===== config.mk =====
export PLATFORM = sky130hd
export DESIGN_NAME = loop_divider
export DESIGN_NICKNAME = d
export VERILOG_FILES = /design/src/rtl/loop_divider_pkg.sv /design/src/rtl/loop_divider.sv
export SDC_FILE = /design/constraint.sdc
export NUM_CORES = 1
export LEC_CHECK = 0
export BUFFER_PORTS_ARGS = -buffer_cell sky130_fd_sc_hd__buf_4
export CORE_MARGIN = 3
export CORE_UTILIZATION = 45
export CTS_CLUSTER_SIZE = 30
export DETAILED_ROUTE_END_ITERATION = 7
export GPL_ROUTABILITY_DRIVEN = 0
export GPL_TIMING_DRIVEN = 0
export SKIP_CTS_REPAIR_TIMING = 1
export SYNTH_ARGS = -nofsm -noshare
export SYNTH_HDL_FRONTEND = slang
export SYNTH_SLANG_ARGS = --single-unit
export TNS_END_PERCENT = 1

===== constraint.sdc =====
create_clock -name clk -period 2.4 [get_ports clk]
set_input_delay 0.48 -clock clk [delete_from_list [all_inputs] [get_ports clk]]
set_output_delay 0.48 -clock clk [all_outputs]
set_load 0.02 [all_outputs]

===== src/rtl/loop_divider_pkg.sv =====
// loop_divider_pkg
//   Shared constants for the loop divider.
//   DIV_W_DEF : default width of the divide-ratio input
//   MIN_RATIO : smallest ratio the divider can produce (one high, one low)
package loop_divider_pkg;

  localparam int DIV_W_DEF = 6;
  localparam int MIN_RATIO = 2;

endpackage


===== src/rtl/loop_divider.sv =====
// loop_divider
//   Programmable integer clock divider. The output clock is a registered
//   signal high for ceil(N/2) cycles and low for floor(N/2) cycles, where N
//   is div_n clamped to at least 2. A new ratio is only accepted on the last
//   cycle of a period, so ratio changes never produce a runt pulse.
//
// Ports
//   clk   : in  sole clock, rising edge
//   rst   : in  synchronous active-high reset
//   div_n : in  requested divide ratio (DIV_W bits, unsigned)
//   clko  : out divided clock
//   clkob : out registered complement of clko
module loop_divider
  import loop_divider_pkg::*;
#(
  parameter int DIV_W = DIV_W_DEF
) (
  input  logic             clk,
  input  logic             rst,
  input  logic [DIV_W-1:0] div_n,
  output logic             clko,
  output logic             clkob
);

  // cnt_q is the phase that the next non-reset edge represents; the output
  // flop takes the level belonging to that phase at the same edge.
  logic [DIV_W-1:0] cnt_q, cnt_d;
  logic [DIV_W-1:0] ratio_q, ratio_d;
  logic             clko_q, clko_d;
  logic             clkob_q, clkob_d;

  logic [DIV_W-1:0] div_clamped;
  logic [DIV_W-1:0] hi_cnt;
  logic             term_cnt;

  assign div_clamped = (div_n < DIV_W'(MIN_RATIO)) ? DIV_W'(MIN_RATIO) : div_n;

  // ceil(N/2): odd ratios spend the extra cycle high.
  assign hi_cnt   = (ratio_q >> 1) + {{(DIV_W-1){1'b0}}, ratio_q[0]};
  assign term_cnt = (cnt_q == ratio_q - DIV_W'(1));

  always_comb begin
    cnt_d   = cnt_q + DIV_W'(1);
    ratio_d = ratio_q;
    clko_d  = (cnt_q < hi_cnt);
    clkob_d = ~clko_d;
    if (term_cnt) begin
      // Last cycle of the period: wrap and pick up the ratio for the next one.
      cnt_d   = '0;
      ratio_d = div_clamped;
    end
  end

  always_ff @(posedge clk) begin
    if (rst) begin
      cnt_q   <= '0;
      ratio_q <= div_clamped;
      clko_q  <= 1'b0;
      clkob_q <= 1'b1;
    end else begin
      cnt_q   <= cnt_d;
      ratio_q <= ratio_d;
      clko_q  <= clko_d;
      clkob_q <= clkob_d;
    end
  end

  assign clko  = clko_q;
  assign clkob = clkob_q;

endmodule


==> summary.txt <==
Status
  • Outcome: complete, no violations

Global routing
  • Total GRT Usage: 14.38%
  • Number of global-route vias before repair: about 580
  • Global-route wire length before repair: 2553 microns
  • Initial antenna violation count: 0
  • Largest net degree at the start of global routing: 13
  • Overflow after GRT: 0

Worst setup path
  • Element type at the critical path start: flop
  • Worst setup EP type: flop
  • Critical-path maximum fanout: 5
  • Reg2Reg Setup Slack: 0.37 ns
  • CP arrival: 2.21 ns
  • Kind of critical path: flop to flop
  • Worst endpoint required time: 2.57 ns

Timing
  • Final Hold Fails: 0
  • Clock period minus worst slack: 2.034 ns
  • Max Slew Vio Count: 0
  • Final setup violation count: 0
  • Fin crit share: 84.75%
  • Max Fclk: roughly 490 MHz
  • RSZ-0062 raised after global routing: no
  • Clock skew: 0.008961 ns
  • Worst-Margin Slew: between 0.2 and 0.3 ns
  • Headroom to the max-slew limit: 80.76%
  • Sum of negative setup slack: 0 ns

Detailed routing
  • Post-DRT Antenna Nets: 0
  • Avg Vias per Cell: 4.858
  • Final wirelength: 1400 microns
  • Iteration-0 DRC Markers: 4
  • Routed via count: 583
  • First drt pass iteration count: 3
  • DR WL/cell: 11.67 microns
  • Post-route DRC: 0

Place
  • Post-Place Cells: roughly 120
  • DP HPWL: 1049 microns
  • Port Buffers: 9

Die
  • Core Footprint: about 1600 sq um
  • Die ar.: between 2000 and 2500 sq um
  • Initial Util: around half
  • Number of placed I/O pins: 10
  • Die X-Extent: roughly 49 microns
  • FP Rows: 14
  • Die Ht: 48.81 microns

Pwr
  • Clock network power share: 26.1%
  • Power Density: between 500 and 600 nW/um^2
  • Internal: 379.7 uW
  • P_leak: 0.4014 nW
  • Sequential power share: 54.8%
  • Combinational share of power: 19.0%
  • P_sw: 139.5 uW
  • Switching Fraction: 26.87%
  • Peak VDD IR: 289.8 uV

Synth
  • Synth Flop Type: dfxtp_1
  • Compound-Gate Fraction of Synth Area: 9.712%
  • Mux cell area share after synthesis: 0%
  • Syn. warnings: 0
  • Mapped Nets: 100
  • Main combinational cell family by area after synthesis: simple AND/OR/NAND/NOR gates
  • Syn Area/Cell: 9.934 sq um
  • Post-Syn Area: 824.5 sq um
  • Sequential share of the synthesized area: 41.27%
  • Yosys cell types: 25
  • EDFF count, synth: 6
  • Synth Area in Simple Gates: 16.84%
  • Flops & latches, synth: 14
  • Synth Area in Adders: 13.66%
  • Synth Area in XOR/XNOR: 14.87%
  • Mapped Cells: 83
  • Asr flop ratio synth: 0%

CTS
  • Clk root buf: clkbuf_4
  • CTS Buffer Depth: 2
  • Num CTS Buffers: 3
  • Clock Latency Late Sink: 0.28 ns
  • Worst-path clk slew: around 0.090 ns
  • CTS Sinks: 14
  • CTS tree: built
  • Htree depth: 1

Cells and area
  • Finished Layout Cells: 120
  • Fill count: 153
  • Area growth syn-to-layout: 15.02%
  • Layout cell share with drive strength beyond 1: between 10% and 20%
  • Commonest non-fill, non-tap cells in the layout: xnor2_1, nor2_1, ha_1, buf_4, dfxtp_1
  • Most common cell after layout, fill and taps aside: xnor2_1
  • Nets: 114
  • N_diodes: 0

Worst hold path
  • Worst min path class: primary input to flop

Flow run
  • Number of max-cap violations: 0
## layer usage
layer | share of wire, % | wire length (microns) | vias to the layer above | GRT usage (%)
li1 | - | - | 310 | -
met1 | 46 | 645 | 255 | 16.28
met2 | 47 | 660 | 13 | 23.53
met3 | 4.5 | 63 | 5 | 5.505
met4 | 2.1 | 30 | 0 | 7.109
met5 | 0 | 0 | - | 0
## final timing paths
path | end | from | cells past startpoint
worst min-delay path | clkob | rst | 3
worst max register to register | clkob | ratio_q[0] | 8
worst min register to register | cnt_q[0] | cnt_q[0] | 1
worst max-delay path | clkob | ratio_q[0] | 8
## Yosys cell counts (3+ instances only)
cell type,count,share of area (%)
dfxtp_1,8,19
nand3_1,4,2.4
nor2_1,9,4.1
edfxtp_1,6,22
clkbuf_1,4,1.8
nor3_1,3,1.8
xor2_1,3,3.2
inv_1,4,1.8
nand2_1,4,1.8
ha_1,9,14
xnor2_1,11,12
## critical path, stage by stage, from the launching register on
cell and delay (ns):
edfxtp_1 0.48, ha_1 0.25, ha_1 0.28, inv_1 0.04
ha_1 0.26, a21o_1 0.16, a21o_1 0.18, a21oi_1 0.19
o211ai_1 0.10
## sequential cells by signal (all words and copies together), names as in the netlist
name     count
clko         1
clkob        1
cnt_q        6
ratio_q      6
## power groups by stage
stage	clock network [mW]	logic [mW]	registers, mW
final	0.136	0.0988	0.285
after global routing	0.163	0.113	0.288
after CTS	0.148	0.100	0.284
after detailed placement	0	0.0987	0.290
after global placement	0	0.0985	0.289
after floorplan	0	0.0688	0.289
## area by class of cell
cell class	count	area [sq um]	area share (%)
multi-input combinational	61	454.2	47.89
sequential	14	340.3	35.88
timing repair buffer	9	67.56	7.124
tap	24	30.03	3.166
clock buffer	3	22.52	2.375
buffer	4	15.01	1.583
inverter	4	15.01	1.583
clock inverter	1	3.754	0.3958
## stage by stage
stage | util (%) | hold WS [ns] | power [mW] | instance area (sq um) | worst slack, ns
finish | 58.85 | 0.4350 | 0.5193 | 948.4 | 0.3659
global route | 58.85 | 0.4209 | 0.5638 | 948.4 | 0.1973
CTS | 58.85 | 0.4163 | 0.5330 | 948.4 | 0.3559
detailed placement | 57.22 | 0.4840 | 0.3886 | 922.1 | 0.3715
global placement | 57.22 | 0.4754 | 0.3877 | 922.1 | 0.3619
floorplan | - | 0.4482 | 0.3579 | 824.5 | 0.5095
## cells by family (layout without fill, tap and decap cells)
family / Yosys count / after routing
and+or+nand+nor: 28 / 28
xor gates and xnor gates: 14 / 14
DFF: 14 / 14
AOI/OAI and AO/OA: 10 / 10
adders and majority gates: 9 / 9
buffers and inverters: 8 / 21
No activity file was read; power rests on OpenSTA's default activity.
